===== config.mk =====
export PLATFORM = sky130hd
export DESIGN_NAME = imem_loader
export DESIGN_NICKNAME = d
export VERILOG_FILES = /design/src/rtl/nand_cpu_pkg.sv /design/src/rtl/imem_loader.sv
export SDC_FILE = /design/constraint.sdc
export NUM_CORES = 1
export LEC_CHECK = 0
export ABC_AREA = 1
export BUFFER_PORTS_ARGS = -buffer_cell sky130_fd_sc_hd__buf_2
export CORE_ASPECT_RATIO = 1.2
export CORE_MARGIN = 5
export CORE_UTILIZATION = 50
export CTS_CLUSTER_SIZE = 16
export DETAILED_ROUTE_END_ITERATION = 10
export GPL_TIMING_DRIVEN = 0
export PLACE_DENSITY = 0.74
export SLEW_MARGIN = 20
export SYNTH_ARGS = -nofsm -noshare
export SYNTH_HDL_FRONTEND = slang
export SYNTH_SLANG_ARGS = --single-unit

===== constraint.sdc =====
create_clock -name clk -period 1.62 [get_ports clk]
set_input_delay 0.324 -clock clk [delete_from_list [all_inputs] [get_ports clk]]
set_output_delay 0.324 -clock clk [all_outputs]
set_load 0.03 [all_outputs]

===== src/rtl/nand_cpu_pkg.sv =====
// rtl/nand_cpu_pkg.sv - shared types and constants for the NAND CPU and its program loader
//
// Contents:
//   INSTR_W        - instruction width in bits
//   loader_state_t - imem_loader FSM states
package nand_cpu_pkg;

    localparam int INSTR_W = 8;

    typedef enum logic [2:0] {
        LD_LEN   = 3'd0,
        LD_DATA  = 3'd1,
        LD_CHK   = 3'd2,
        LD_FLUSH = 3'd3,
        LD_RUN   = 3'd4,
        LD_ERR   = 3'd5
    } loader_state_t;

endpackage


===== src/rtl/imem_loader.sv =====
// rtl/imem_loader.sv - boot-time program loader feeding the NAND CPU instruction memory
//
// Takes a length byte followed by that many instructions over a valid/ready
// handshake. It writes the instructions to instruction memory from address 0
// and holds the CPU in reset until the final write has landed.
//
// Optional feature macro: LOADER_CHECKSUM_EN. When it is defined, one trailing
// byte equal to the XOR of all instructions is required. A mismatch parks the
// loader in ERR.
//
// Ports:
//   clk, rst              - clock, synchronous active-high reset
//   in_valid/in_ready     - byte stream handshake, in_data carries the byte
//   reload                - single-cycle request to start a new load (RUN/ERR only)
//   imem_we/addr/wdata    - registered instruction-memory write port
//   cpu_n_rst             - active-low CPU core reset, high only in RUN
//   load_err              - checksum failure flag (0 when checksum compiled out)
//   loaded_len            - instruction count of the current or last load
module imem_loader
    import nand_cpu_pkg::*;
#(
    parameter int ADDR_W = 8,
    parameter int DEPTH  = 2**ADDR_W
) (
    input  logic               clk,
    input  logic               rst,
    input  logic               in_valid,
    output logic               in_ready,
    input  logic [INSTR_W-1:0] in_data,
    input  logic               reload,
    output logic               imem_we,
    output logic [ADDR_W-1:0]  imem_addr,
    output logic [INSTR_W-1:0] imem_wdata,
    output logic               cpu_n_rst,
    output logic               load_err,
    output logic [ADDR_W:0]    loaded_len
);

    localparam logic [ADDR_W:0] DEPTH_LEN = (ADDR_W+1)'(DEPTH);

    loader_state_t      state_q, state_d;
    logic               ready_q, ready_d;
    logic [ADDR_W:0]    cnt_q, cnt_d;
    logic [ADDR_W:0]    len_q, len_d;
    logic               we_q, we_d;
    logic [ADDR_W-1:0]  addr_q, addr_d;
    logic [INSTR_W-1:0] wdata_q, wdata_d;
`ifdef LOADER_CHECKSUM_EN
    logic [INSTR_W-1:0] acc_q, acc_d;
`endif

    logic               xfer;
    logic               last_word;
    logic [ADDR_W:0]    len_clamped;

    assign xfer      = in_valid && ready_q;
    assign last_word = (cnt_q == len_q - 1'b1);

    // A length of 0 means a full memory. Oversized lengths are clamped so that
    // the address counter can never run past DEPTH-1.
    always_comb begin
        if ((in_data == '0) || (32'(in_data) > 32'(DEPTH))) begin
            len_clamped = DEPTH_LEN;
        end else begin
            len_clamped = (ADDR_W+1)'(in_data);
        end
    end

    always_comb begin
        state_d = state_q;
        cnt_d   = cnt_q;
        len_d   = len_q;
        we_d    = 1'b0;
        addr_d  = addr_q;
        wdata_d = wdata_q;
`ifdef LOADER_CHECKSUM_EN
        acc_d   = acc_q;
`endif

        case (state_q)
            LD_LEN: begin
                if (xfer) begin
                    len_d   = len_clamped;
                    cnt_d   = '0;
                    state_d = LD_DATA;
                end
            end

            LD_DATA: begin
                if (xfer) begin
                    we_d    = 1'b1;
                    addr_d  = cnt_q[ADDR_W-1:0];
                    wdata_d = in_data;
                    cnt_d   = cnt_q + 1'b1;
`ifdef LOADER_CHECKSUM_EN
                    acc_d   = acc_q ^ in_data;
                    if (last_word) begin
                        state_d = LD_CHK;
                    end
`else
                    if (last_word) begin
                        state_d = LD_FLUSH;
                    end
`endif
                end
            end

`ifdef LOADER_CHECKSUM_EN
            LD_CHK: begin
                if (xfer) begin
                    state_d = (in_data == acc_q) ? LD_FLUSH : LD_ERR;
                end
            end
`endif

            // Gives the last registered write its cycle before the core wakes.
            LD_FLUSH: begin
                state_d = LD_RUN;
            end

            LD_RUN, LD_ERR: begin
                if (reload) begin
                    state_d = LD_LEN;
                    cnt_d   = '0;
`ifdef LOADER_CHECKSUM_EN
                    acc_d   = '0;
`endif
                end
            end

            default: begin
                state_d = LD_LEN;
            end
        endcase

        // Registered ready follows the next state, so there is no gap between
        // LEN, DATA and CHK and ready is already up in the cycle after a reload.
        ready_d = (state_d == LD_LEN) || (state_d == LD_DATA) || (state_d == LD_CHK);
    end

    always_ff @(posedge clk) begin
        if (rst) begin
            state_q <= LD_LEN;
            ready_q <= 1'b0;
            cnt_q   <= '0;
            len_q   <= '0;
            we_q    <= 1'b0;
            addr_q  <= '0;
            wdata_q <= '0;
`ifdef LOADER_CHECKSUM_EN
            acc_q   <= '0;
`endif
        end else begin
            state_q <= state_d;
            ready_q <= ready_d;
            cnt_q   <= cnt_d;
            len_q   <= len_d;
            we_q    <= we_d;
            addr_q  <= addr_d;
            wdata_q <= wdata_d;
`ifdef LOADER_CHECKSUM_EN
            acc_q   <= acc_d;
`endif
        end
    end

    assign in_ready   = ready_q;
    assign imem_we    = we_q;
    assign imem_addr  = addr_q;
    assign imem_wdata = wdata_q;
    assign cpu_n_rst  = (state_q == LD_RUN);
    assign loaded_len = len_q;

`ifdef LOADER_CHECKSUM_EN
    assign load_err   = (state_q == LD_ERR);
`else
    assign load_err   = 1'b0;
`endif

endmodule


[After elaboration in Yosys (flattened, before gate mapping)]
Index checks and enable logic that the tools add are counted.
Word-level totals
  bits in registers: 39
  bits in latches: 0
  RAM bits: 0
  bits in read-only memories: 0
  input port bits: 12
  output and inout bits: 29
  word-level logic and storage cells: 43
  memories kept: 0
Operators by class
  add/sub/neg operators: 2
  multipliers: 0
  div/mod/pow operators: 0
  $lt $le $gt $ge: 0
  eq/ne operators: 10
  shift-type cells: 0
  muxes and demuxes: 11
  bitwise operators: 1
  reductions and logical operators: 12
Operator list (number)
  2-to-1 mux 9 bit: 4
  case mux 9 bit (3 select lines): 1
  2-to-1 mux 3 bit: 4
  case mux 3 bit (4 select lines): 1
  adder 9 x 1 -> 9 bit (second input constant): 1
  == test 9 bit: 1
  subtractor 9 x 1 -> 9 bit (second input constant): 1
  logical NOT 8 bit: 1
  == test 3 x 1 -> 1 bit (second input constant): 2
  == test 3 x 2 -> 1 bit (second input constant): 2
  == test 3 bit (second input constant): 2
  logical NOT 3 bit: 2
  != test 2 bit (second input constant): 3
  AND reduction 2 bit: 2
  AND reduction 4 bit: 1
  OR reduction 2 bit: 2
  nonzero test 3 bit: 1
  logical OR 1 bit: 2
  logical AND 1 bit: 1
  2-to-1 mux 1 bit: 1
  NOT 1 bit: 1

[Logic depth before layout (Yosys ltp)]
  word-level depth: 8
  mapped depth: 12
  mapped depth without buffers: 12

[Worst setup path after synthesis]
Ideal clock, no wire load.
  path kind: flip-flop to flip-flop
  start: register len_q[0] (netlist: loaded_len[0])
  end: register ready_q (netlist: in_ready)
  library setup time: 0.112 ns
  data arrival time: 1.544 ns
  slack: -0.036 ns
  cell stages (with the launch flop): 13
  path buffers: 0
  period minus slack after synthesis: 1.656 ns
  cells stage by stage: dfxtp_1 > inv_1 > ha_1 > inv_1 > nand2_1 > nand2_1 > nand2_1 > nor2_2 > nand2_1 > nor2_1 > nand3_1 > nor2_1 > nor2_1
On the way
  longest elaborated chain between the ends: 8
  elaborated cells on any way between the ends: 10
  classes of those cells: add/sub (1); eq/ne (3); mux (3); reduce/logical (3)
Ends and longest elaborated chain
  start, declared: RTL line imem_loader.sv:44  | logic [ADDR_W:0] len_q, len_d;
  start signal, assigned: RTL line imem_loader.sv:157  | len_q <= len_d;
  subtractor 9 x 1 -> 9 bit (*): RTL line imem_loader.sv:57  | assign last_word = (cnt_q == len_q - 1'b1);
  == test 9 bit (*): RTL line imem_loader.sv:57
  2-to-1 mux 3 bit (*): RTL line imem_loader.sv:101  | if (last_word) begin
  2-to-1 mux 3 bit (*): RTL line imem_loader.sv:90  | if (xfer) begin
  case mux 3 bit (4 select lines) (*): RTL line imem_loader.sv:80  | case (state_q)
  == test 3 x 1 -> 1 bit or logical NOT 3 bit (tied branches): RTL line imem_loader.sv:138  | ready_d = (state_d == LD_LEN) || (state_d == LD_DATA) || (state_d == LD_CHK);
  logical OR 1 bit: RTL line imem_loader.sv:138
  logical OR 1 bit (*): RTL line imem_loader.sv:138
  end signal, assigned: RTL line imem_loader.sv:155  | ready_q <= ready_d;
  end, declared: RTL line imem_loader.sv:42  | logic ready_q, ready_d;
Mark *: on every way between the ends. The rest lies on a longest branch, timed or not.
A chain may end at the register's enable or synchronous reset.

[Worst setup path after layout]
Same ends and word-level chain as after synthesis.

==> impl_metrics.json <==
{
  "synth-seq-area-share_pct": 41.0,
  "slowest_stage": "dfxtp_4",
  "grt_max_degree": 12,
  "pin_count": 41,
  "layout.nets": 334,
  "port_buffers": 39,
  "drc": 0,
  "grt-ovfl-total": 0,
  "hold_buffers": 0,
  "min_path_type": "in2reg",
  "p_clk_share_pct": 30.5,
  "cts_buffers": 5,
  "cp_data_arrival_time_ns": 1.65,
  "die-area_um2": 5150,
  "yosysWarnings": 0,
  "p_int_mw": 1.42,
  "avgSynthCellArea_um2": 6.98,
  "min_path_cells": 2,
  "worst_path_most_repeated_cell": "nand2_1",
  "ant_nets": 0,
  "worstPathCellList": "inv_4 > ha_2 > inv_1 > nand2_1 > nand2_1 > nand2_1 > nor2_2 > nand2_1 > nor2_1 > nand3_1 > nor2_1 > nor2_1",
  "p_seq_share_pct": 50.9,
  "sw_frac_of_total_pct": 29.4,
  "netlist_area_um2": 1900,
  "dr.pass1.iters": 4,
  "path_buf_inv": 2,
  "drive_gt1_share_pct": 23.4,
  "syn_inst": 273,
  "cp_top_family": "simple AND/OR/NAND/NOR gates",
  "clock-sinks": 39,
  "dieWidth_um": 66.3,
  "hold_viol": 0,
  "coreArea_um2": 3660,
  "ir_drop_mv": 0.595,
  "start_util_pct": 52.0,
  "initialDrtViolationCount": 92,
  "maxCapViolations": 0,
  "worstSetupStartpointType": "register",
  "period_needed_ns": 1.47,
  "cp.depth": 12,
  "die_h_um": 77.6,
  "drv_slew": 0,
  "r2r_cells": 12,
  "postLayoutCellArea_um2": 2270,
  "final.period_utilization_pct": 90.8,
  "ys_ff_latch": 39,
  "cts_buffer_depth": 2,
  "n_fill_cell": 383,
  "cts-root-buf": "clkbuf_8",
  "grt_pass1_vias": 1717,
  "rows": 24,
  "grt_pass1_wl_um": 7760,
  "p_sw_uw": 590,
  "fin_setup_tns_ns": 0,
  "via_count": 1867,
  "setup_viol": 0,
  "insertion_delay_ns": 0.29,
  "yosys-top-cells-area": "dfxtp_1 (41%), nand2_1 (9.9%), nor2_1 (7.9%)",
  "comb_power_share_pct": 18.7,
  "yosysTopAreaCell": "dfxtp_1",
  "fmax_ghz": 0.680,
  "critPathRequiredTime_ns": 1.80,
  "antenna_found_initial": 0,
  "h-tree-depth": 2,
  "worst-path-max-fanout": 5,
  "max_stage_delay_ns": 0.36,
  "tritoncts": "yes",
  "critPathKind": "reg2reg",
  "wire_per_inst_um": 12.0,
  "viasPerCell": 5.01,
  "placed_cell_area_um2": 2170,
  "areaGrowthSynthToFinish_pct": 19.1,
  "finalClockSkew_ns": 0.00658,
  "rsz0062_at_grt": "no",
  "diodes": 0,
  "place_congestion": 0.872,
  "grt.total_usage_pct": 19.2,
  "status": "complete, no violations",
  "endpoint_kind": "register",
  "p_leak_nw": 1.07,
  "synth_top_area_share_pct": 41.0,
  "clk_pin_slew_ns": 0.06,
  "dp_hpwl_um": 3550,
  "mappedNetlistNets": 287,
  "yosysUniqueCellTypes": 31,
  "p_per_area_nw_per_um2": 885,
  "drt_wl_total_um": 4470
}
final cells by class:
type                    instances  area (µm²)  share of cell area (%)
plain buffers                   7        40.0                    1.77
repair buffers                 40         203                    8.94
flip-flops and latches         39         786                    34.6
multi-input cells             192         960                    42.3
clock buffers                   7        76.3                    3.36
clock inverters                 1        5.00                   0.221
well taps                      52        65.1                    2.87
inverters                      35         134                    5.90
per-layer routing:
metal	global-route usage, %	routed length (µm)	vias up
li1	-	-	969
met4	5.69	58	0
met2	32.2	2180	30
met1	24.4	2080	862
met3	4.34	143	6
met5	0	0	-
worst reg2reg max path: cells and delay by family, from the launching register on:
family / cells / cell delay (ns)
buffers and inverters: 2 / 0.13
flip-flops: 1 / 0.36
adder cells (fa/ha/maj): 1 / 0.28
AND/OR/NAND/NOR: 9 / 0.61
synth_stat cells:
cell and n:
o21ai_0 28, nor3_1 6, o21a_1 1, nor2_1 40
nor4_1 1, buf_2 2, a31oi_1 1, nor2_4 2
a21o_1 1, a211oi_1 2, buf_4 3, o31ai_1 1
xor2_1 3, dfxtp_1 39, nand3_1 15, nand2_2 1
nand4_1 1, ha_1 2, and3_1 1, conb_1 1
clkbuf_1 2, nand2_1 50, inv_1 32, xnor2_1 3
a21oi_2 1, nand2_4 1, a21oi_1 20, o21ai_2 1
nor2_2 6, inv_2 3, nand3_2 3
timing repair:
action	in CTS	in global routing
endpoints found under the setup margin	0	2
gates resized for setup	0	7
buffers inserted	0	1
final timing paths:
path	startpoint	end	slack [ns]
worst min register to register	imem_wdata[3]$_SDFFE_PP0P_	imem_wdata[3]$_SDFFE_PP0P_	0.48
worst max-delay path	loaded_len[0]$_SDFFE_PP0P_	in_ready$_SDFF_PP0_	0.15
worst max register to register	loaded_len[0]$_SDFFE_PP0P_	in_ready$_SDFF_PP0_	0.15
worst min-delay path	rst	state_q[0]$_SDFF_PP0_	0.29
power groups by stage:
stage | registers (mW) | clock network, mW | logic [mW]
final | 1.02 | 0.612 | 0.375
after global routing | 1.03 | 0.682 | 0.419
after CTS | 1.02 | 0.634 | 0.369
after detailed placement | 1.04 | 0 | 0.367
after global placement | 1.04 | 0 | 0.361
after floorplan | 1.10 | 0 | 0.213
state kept, by name, indices dropped and copies added (netlist names):
name / flops
imem_wdata: 8
loaded_len: 9
imem_addr: 8
in_ready: 1
cnt_q: 9
imem_we: 1
state_q: 3
layout by cell type (no fill, tap or decap), types with 2 or more instances in the layout:
master and instances:
nand2_1 49, buf_2 41, nor2_1 39, dfxtp_1 37, inv_1 31, o21ai_0 28, a21oi_1 20, nand3_1 15
nor2_2 7, nor3_1 6, clkbuf_8 5, buf_4 4, clkbuf_1 4, inv_2 3, nand3_2 3, xnor2_1 3
xor2_1 3, nor2_4 2, nand2_2 2, a211oi_1 2
cell families after synthesis:
logic type	count (synthesis)	share of synthesized area, %
simple gates	127	29.9
xor+xnor	6	2.76
fa+ha+maj	2	1.31
buf+inv	42	9.00
compound gates	56	15.8
other cells	1	0.197
flops	39	41.0
stage by stage:
step	power, mW	cells	setup WS [ns]	hold WS, ns	utilization (%)
5_1_grt	2.13	373	0.000523	0.289	61.9
2_1_floorplan	1.31	273	0.0439	0.393	-
3_3_place_gp	1.40	364	0.0978	0.459	59.1
4_1_cts	2.02	372	0.0685	0.282	61.3
6_report	2.01	373	0.149	0.287	61.9
3_5_place_dp	1.41	364	0.0785	0.469	59.1
No activity file was read; power rests on OpenSTA's default activity.
